<file path="src/rtl/array_ctrl.sv">
// array_ctrl: tile sequencer for a weight-stationary bit-serial systolic array; all outputs registered.
// Define ARRAY_CTRL_WREUSE_EN to add i_reuse_w (skip weight clear/load and keep resident weights).
module array_ctrl #(
  parameter int HEIGHT = 4,
  parameter int WIDTH  = 4,
  parameter int IWIDTH = 8,
  parameter int KWIDTH = 8
) (
  input  logic              i_clk,
  input  logic              i_rst,
  input  logic              i_start,
  input  logic [KWIDTH-1:0] i_k_len,
`ifdef ARRAY_CTRL_WREUSE_EN
  input  logic              i_reuse_w,
`endif
  output logic              o_busy,
  output logic              o_done,
  output logic              o_wght_rd,
  output logic              o_ifm_rd,
  output logic [HEIGHT-1:0] o_en_i,
  output logic [HEIGHT-1:0] o_clr_i,
  output logic [HEIGHT-1:0] o_mac_done,
  output logic [WIDTH-1:0]  o_en_w,
  output logic [WIDTH-1:0]  o_clr_w,
  output logic [WIDTH-1:0]  o_en_o,
  output logic [WIDTH-1:0]  o_clr_o,
  output logic [WIDTH-1:0]  o_ofm_vld
);

  localparam int CMAX = (2**KWIDTH - 1) * IWIDTH + HEIGHT - 1 + WIDTH;
  localparam int CW   = $clog2(CMAX + 1);

  typedef enum logic [2:0] {S_IDLE, S_WCLR, S_WLOAD, S_COMP, S_DRAIN, S_FIN} state_t;

  state_t            r_state, w_nxt_state;
  logic [CW-1:0]     r_cnt, w_nxt_cnt;
  logic [KWIDTH-1:0] r_klen, w_klen;
  logic [CW-1:0]     w_mac_len, w_comp_len, w_phase;
  logic              w_reuse, w_comp_act;
  logic [WIDTH-1:0]  w_en_o;

  logic              r_busy, r_done, r_wght_rd, r_ifm_rd;
  logic [HEIGHT-1:0] r_en_i, r_clr_i, r_mac_done;
  logic [WIDTH-1:0]  r_en_w, r_clr_w, r_en_o, r_clr_o, r_ofm_vld;

`ifdef ARRAY_CTRL_WREUSE_EN
  assign w_reuse = i_reuse_w;
`else
  assign w_reuse = 1'b0;
`endif

  // Outputs are registered from next-state values, so the tile length must be valid in the accept cycle too.
  assign w_klen     = (r_state == S_IDLE) ? i_k_len : r_klen;
  assign w_mac_len  = CW'(w_klen) * CW'(IWIDTH);
  assign w_comp_len = w_mac_len + CW'(HEIGHT - 1 + WIDTH);

  always_comb begin
    w_nxt_state = r_state;
    w_nxt_cnt   = r_cnt + CW'(1);
    case (r_state)
      S_IDLE: begin
        w_nxt_cnt = '0;
        if (i_start) begin
          if (w_klen == '0)  w_nxt_state = S_FIN;
          else if (w_reuse)  w_nxt_state = S_COMP;
          else               w_nxt_state = S_WCLR;
        end
      end
      S_WCLR: begin
        w_nxt_state = S_WLOAD;
        w_nxt_cnt   = '0;
      end
      S_WLOAD: begin
        if (r_cnt == CW'(HEIGHT - 1)) begin
          w_nxt_state = S_COMP;
          w_nxt_cnt   = '0;
        end
      end
      S_COMP: begin
        if (r_cnt == w_comp_len - CW'(1)) begin
          w_nxt_state = S_DRAIN;
          w_nxt_cnt   = '0;
        end
      end
      S_DRAIN: begin
        if (r_cnt == CW'(HEIGHT + WIDTH - 2)) begin
          w_nxt_state = S_FIN;
          w_nxt_cnt   = '0;
        end
      end
      S_FIN: begin
        w_nxt_state = S_IDLE;
        w_nxt_cnt   = '0;
      end
      default: begin
        w_nxt_state = S_IDLE;
        w_nxt_cnt   = '0;
      end
    endcase
  end

  assign w_comp_act = (w_nxt_state == S_COMP) && (w_nxt_cnt < w_mac_len);
  assign w_phase    = w_nxt_cnt % CW'(IWIDTH);

  always_comb begin
    w_en_o = '0;
    for (int w = 0; w < WIDTH; w++)
      w_en_o[w] = (w_nxt_state == S_DRAIN) && (w_nxt_cnt >= CW'(w)) && (w_nxt_cnt < CW'(w + HEIGHT));
  end

  // Rows 1..HEIGHT-1 are the row-0 pattern delayed through a shift chain.
  always_ff @(posedge i_clk or posedge i_rst) begin
    if (i_rst) begin
      r_state    <= S_IDLE;
      r_cnt      <= '0;
      r_klen     <= '0;
      r_busy     <= 1'b0;
      r_done     <= 1'b0;
      r_wght_rd  <= 1'b0;
      r_ifm_rd   <= 1'b0;
      r_en_i     <= '0;
      r_clr_i    <= '0;
      r_mac_done <= '0;
      r_en_w     <= '0;
      r_clr_w    <= '0;
      r_en_o     <= '0;
      r_clr_o    <= '0;
      r_ofm_vld  <= '0;
    end else begin
      r_state    <= w_nxt_state;
      r_cnt      <= w_nxt_cnt;
      if (r_state == S_IDLE && i_start) r_klen <= i_k_len;
      r_busy     <= (w_nxt_state != S_IDLE);
      r_done     <= (w_nxt_state == S_FIN);
      r_wght_rd  <= (w_nxt_state == S_WLOAD);
      r_en_w     <= {WIDTH{w_nxt_state == S_WLOAD}};
      r_clr_w    <= {WIDTH{w_nxt_state == S_WCLR}};
      r_clr_o    <= {WIDTH{(w_nxt_state == S_WCLR) ||
                           (r_state == S_IDLE && w_nxt_state == S_COMP)}};
      r_ifm_rd   <= w_comp_act && (w_phase == '0);
      r_en_i     <= {r_en_i[HEIGHT-2:0], w_comp_act};
      r_clr_i    <= {r_clr_i[HEIGHT-2:0], w_comp_act && (w_nxt_cnt == '0)};
      r_mac_done <= {r_mac_done[HEIGHT-2:0], w_comp_act && (w_phase == CW'(IWIDTH - 1))};
      r_en_o     <= w_en_o;
      r_ofm_vld  <= r_en_o;
    end
  end

  assign o_busy     = r_busy;
  assign o_done     = r_done;
  assign o_wght_rd  = r_wght_rd;
  assign o_ifm_rd   = r_ifm_rd;
  assign o_en_i     = r_en_i;
  assign o_clr_i    = r_clr_i;
  assign o_mac_done = r_mac_done;
  assign o_en_w     = r_en_w;
  assign o_clr_w    = r_clr_w;
  assign o_en_o     = r_en_o;
  assign o_clr_o    = r_clr_o;
  assign o_ofm_vld  = r_ofm_vld;

endmodule

</file>
<file path="config.mk">
export PLATFORM = sky130hd
export DESIGN_NAME = array_ctrl
export DESIGN_NICKNAME = d
export VERILOG_FILES = /design/src/rtl/array_ctrl.sv
export SDC_FILE = /design/constraint.sdc
export NUM_CORES = 1
export LEC_CHECK = 0
export ABC_CLOCK_PERIOD_IN_PS = 4300
export CAP_MARGIN = 10
export CORE_ASPECT_RATIO = 1.2
export CORE_MARGIN = 5
export CORE_UTILIZATION = 50
export CTS_CLUSTER_DIAMETER = 50
export DETAILED_ROUTE_END_ITERATION = 6
export PLACE_DENSITY = 0.88
export SLEW_MARGIN = 20
export SYNTH_ARGS = -nofsm -noshare
export SYNTH_HDL_FRONTEND = slang
export SYNTH_SLANG_ARGS = --single-unit
</file>
<file path="constraint.sdc">
create_clock -name i_clk -period 4.3 [get_ports i_clk]
set_clock_uncertainty 0.2 [all_clocks]
set_input_delay 0.86 -clock i_clk [delete_from_list [all_inputs] [get_ports i_clk]]
set_output_delay 0.86 -clock i_clk [all_outputs]
set_load 0.1 [all_outputs]
</file>
==> flow_metrics.py <==
metrics = {
    "global_routing": {
        "grt-ovfl-total": 0,
        "grt_pass1_vias": 2027,
        "grt_first_pass_wirelength_um": 9890,
        "antenna_found_initial": 0,
        "pin_count_of_the_biggest_net_entering_global_routing": 49,
        "grt.total_usage_pct": 17.6,
    },
    "synthesis": {
        "synth-async-reset-ratio_pct": 100,
        "synthesis.yosys.warnings": 0,
        "synth_area_per_cell_sq_um": 10.0,
        "post_synth_inst_count": 268,
        "dominant_cell_by_count_in_the_synthesized_netlist": "dfrtp_1",
        "synthFlopType": "dfrtp_1",
        "postSynthNetCount": 288,
        "synth_largest_area_cell": "dfrtp_1",
        "synth_top_cells_by_area": "dfrtp_1, ha_1, mux2_2",
        "synth_common_cells": "dfrtp_1, nor2_1, nand2_1",
        "synth_seq_area_share_pct": 44.7,
        "synthesis.area_sq_um": 2690,
        "synth.lib_cells_used.distinct": 52,
        "synthesized_flop_and_latch_total": 48,
        "synth_enable_flop_cells": 0,
        "synth_top_cell_area_share_pct": 44.7,
    },
    "worst_hold_path": {
        "holdCritPathClass": "register to register",
        "worstHoldPathCells": 0,
        "hp-start": "o_en_o[1]$_DFF_PP0_",
    },
    "power_and_ir_drop": {
        "total_power_mw": 2.70,
        "vdd.ir_drop.worst_mv": 0.480,
        "power.clock.fraction_pct": 12.8,
        "p_seq_share_pct": 27.5,
        "total_leakage_power_nw": 1.48,
        "internal_power_mw": 1.29,
        "power-per-cell-area_nw_per_um2": 815,
        "power_switching_share_pct": 52.0,
        "share_comb_of_total_power_pct": 59.7,
        "total_switching_power_mw": 1.40,
    },
    "detailed_routing": {
        "drt_wl_total_um": 6120,
        "drt-vias-per-instance": 5.78,
        "drt-wirelength-per-cell_um": 16.6,
        "drt_pass1_iterations": 4,
        "post-route-drc-count": 0,
        "dr.first_iter.drc_count": 99,
        "post_route_antenna_net_violation_count": 0,
        "routed-via-count": 2128,
    },
    "timing": {
        "timing_hold_violations_final": 0,
        "worst_slew_margin_rel_pct": 34.5,
        "slew_viol_final": 0,
        "max_freq_mhz": 245,
        "layout_worst_path_cycle_share_pct": 94.8,
        "finalWorstPathRequiredPeriod_ps": 4080,
        "worst-slew-pin-transition_ps": 979,
        "setup_total_negative_slack_ps": 0,
        "timing.final.setup_violations": 0,
    },
    "clocking": {
        "worstSkewPairLatency_ps": 310,
        "cts_inserted_buffers": 5,
        "cts_num_sinks": 48,
        "worst_setup_hold_path_clk_slew_ps": 90,
        "cts-root-buf": "clkbuf_8",
        "tritoncts": "done",
        "cts_max_path_buffers": 2,
        "cts_htree_levels": 2,
    },
    "placement": {
        "port-buffer-count": 46,
        "gpl.final_weighted_congestion": 0.907,
        "placement.cell_area_sq_um": 3170,
        "numPlacedInstances": 360,
        "dpl_hpwl_um": 4590,
    },
    "worst_setup_path": {
        "rrSetupSlack_ps": 270,
        "worst-endpoint-required_ps": 4310,
        "crit_path_max_incr_delay_ps": 550,
        "crit_fanout": 4,
        "critical_path.top_delay_family": "compound AO/OA/AOI/OAI gates",
        "crit_end_element": "register",
        "path_buf_inv": 1,
        "timing.critical_path.arrival_ps": 4090,
        "crit_type": "primary input to register",
        "reg2reg_from": "r_state[2]$_DFF_PP0_",
        "ff_to_ff_path_depth": 13,
        "crit_cells": 13,
        "cpMostUsedCell": "a21oi_1",
        "cp-endpoint": "o_mac_done[0]$_DFF_PP0_",
        "crit_path_start_kind": "primary input",
        "critical_path_cell_list": "clkdlybuf4s50_1 > xor2_1 > or4_4 > a2111oi_4 > a2bb2oi_2 > nor2_1 > ha_1 > a21o_1 > a21oi_1 > o21ai_0 > a21oi_1 > o31ai_1 > nor3_1",
        "timing.rr.end": "o_mac_done[0]$_DFF_PP0_",
        "crit_path_top_delay_cell": "or4_4",
        "worstSetupStartpoint": "i_k_len[6]",
    },
    "finish": {
        "post-route-util_pct": 62.9,
        "layout-drive-gt1-share_pct": 14.7,
        "nets": 325,
        "finish.cell_count_without_fillers": 368,
        "finish.instance_area_sq_um": 3310,
        "diodes": 0,
        "area_added_between_synthesis_and_finish_pct": 23.1,
    },
    "die": {
        "coreArea_sq_um": 5260,
        "die_h_um": 90.3,
        "die_area_sq_um": 6950,
        "core.rowCount": 29,
        "floorplan.io_pins": 47,
        "chipWidth_um": 76.9,
        "initial_utilization_pct": 51.1,
    },
    "status": {
        "run_status": "complete, no violations",
    },
    "flow_run": {
        "maxCapViolCount": 0,
    },
}
==> worst reg2reg max path: stages, from the launching register on <==
cell	delay, ps
dfrtp_1	520
nor3_2	640
mux2i_1	360
o2111ai_1	250
a2111oi_4	330
a2bb2oi_2	250
nor2_1	100
ha_1	310
a21o_1	180
a21oi_1	130
o21ai_0	90
a21oi_1	160
o31ai_1	160
nor3_1	240
==> sequential cells by signal, summed over array words and instances (netlist names) <==
register    count
r_klen          8
o_done          1
o_clr_i         4
o_busy          1
o_clr_o         1
o_ofm_vld       4
o_en_i          4
r_state         3
r_cnt          11
o_en_o          4
o_ifm_rd        1
o_en_w          1
o_mac_done      4
o_clr_w         1
==> worst min path at each step <==
| stage | to | slack (ps) |
|---|---|---|
| after detailed placement | o_ofm_vld[1]$_DFF_PP0_ | 160 |
| after CTS | o_ofm_vld[1]$_DFF_PP0_ | 180 |
| final | o_ofm_vld[1]$_DFF_PP0_ | 180 |
| after floorplan | r_klen[7]$_DFFE_PP0P_ | 290 |
| after global routing | o_mac_done[1]$_DFF_PP0_ | 200 |
| after global placement | o_mac_done[2]$_DFF_PP0_ | 160 |
==> per-layer routing <==
layer / wire length [um] / track usage, % / vias to the layer above
li1: - / - / 1013
met1: 2490 / 20.8 / 1027
met2: 3120 / 30.3 / 72
met3: 357 / 4.49 / 16
met4: 160 / 6.41 / 0
met5: 0 / 0 / -
==> through the flow <==
stage | setup slack [ps] | hold WS (ps)
finish | 224 | 180
global route | -15.0 | 196
CTS | 221 | 183
detailed placement | -96.8 | 163
global placement | 2.58 | 158
floorplan | 462 | 286
==> cell families after synthesis <==
group                    after synthesis  synth area share, %
buffers and inverters                 36                 6.56
AND/OR/NAND/NOR                       92                 18.4
XOR/XNOR                              19                 6.19
AO/OA/AOI/OAI                         44                 12.0
adder cells (fa/ha/maj)                9                 4.19
flip-flops                            48                 44.7
multiplexers                          20                 7.91
==> placed cells by master, fill, tap and decap left out, drive strengths merged, types with 4 or more instances in the layout <==
master,synthesis,final
nor4,5,5
o21ai,7,7
nor3,7,7
nor2b,7,7
xnor2,7,7
nand3,4,4
mux2i,10,10
nand2,16,16
inv,7,6
or3,4,4
clkdlybuf4s50,0,46
clkbuf,14,6
xor2,12,12
ha,9,9
a221oi,4,4
a21oi,11,11
buf,15,13
dfrtp,48,48
nor2,21,21
mux2,10,10
nand4,5,5
or2,7,7
==> layout make-up <==
class	count	area, sq um
clock buffer	6	82.6
clock inverter	2	38.8
timing repair buffer	59	558
fill	442	1950
tap	62	77.6
multi-input combinational	184	1320
sequential	48	1200
inverter	7	27.5
==> timing repair <==
item / CTS / global route
setup endpoints to repair: 0 / 3
buffers inserted: 0 / 0
hold buffers: 0 / 0
resized for setup: 0 / 1
==> power by group through the flow <==
stage / combinational, mW / clock [mW] / sequential (mW)
after floorplan: 0.907 / 0 / 1.08
after global placement: 1.57 / 0 / 0.736
after detailed placement: 1.60 / 0 / 0.743
after CTS: 1.60 / 0.350 / 0.736
after global routing: 1.71 / 0.363 / 0.763
final: 1.61 / 0.345 / 0.740
(Power assumes the default switching activity.)
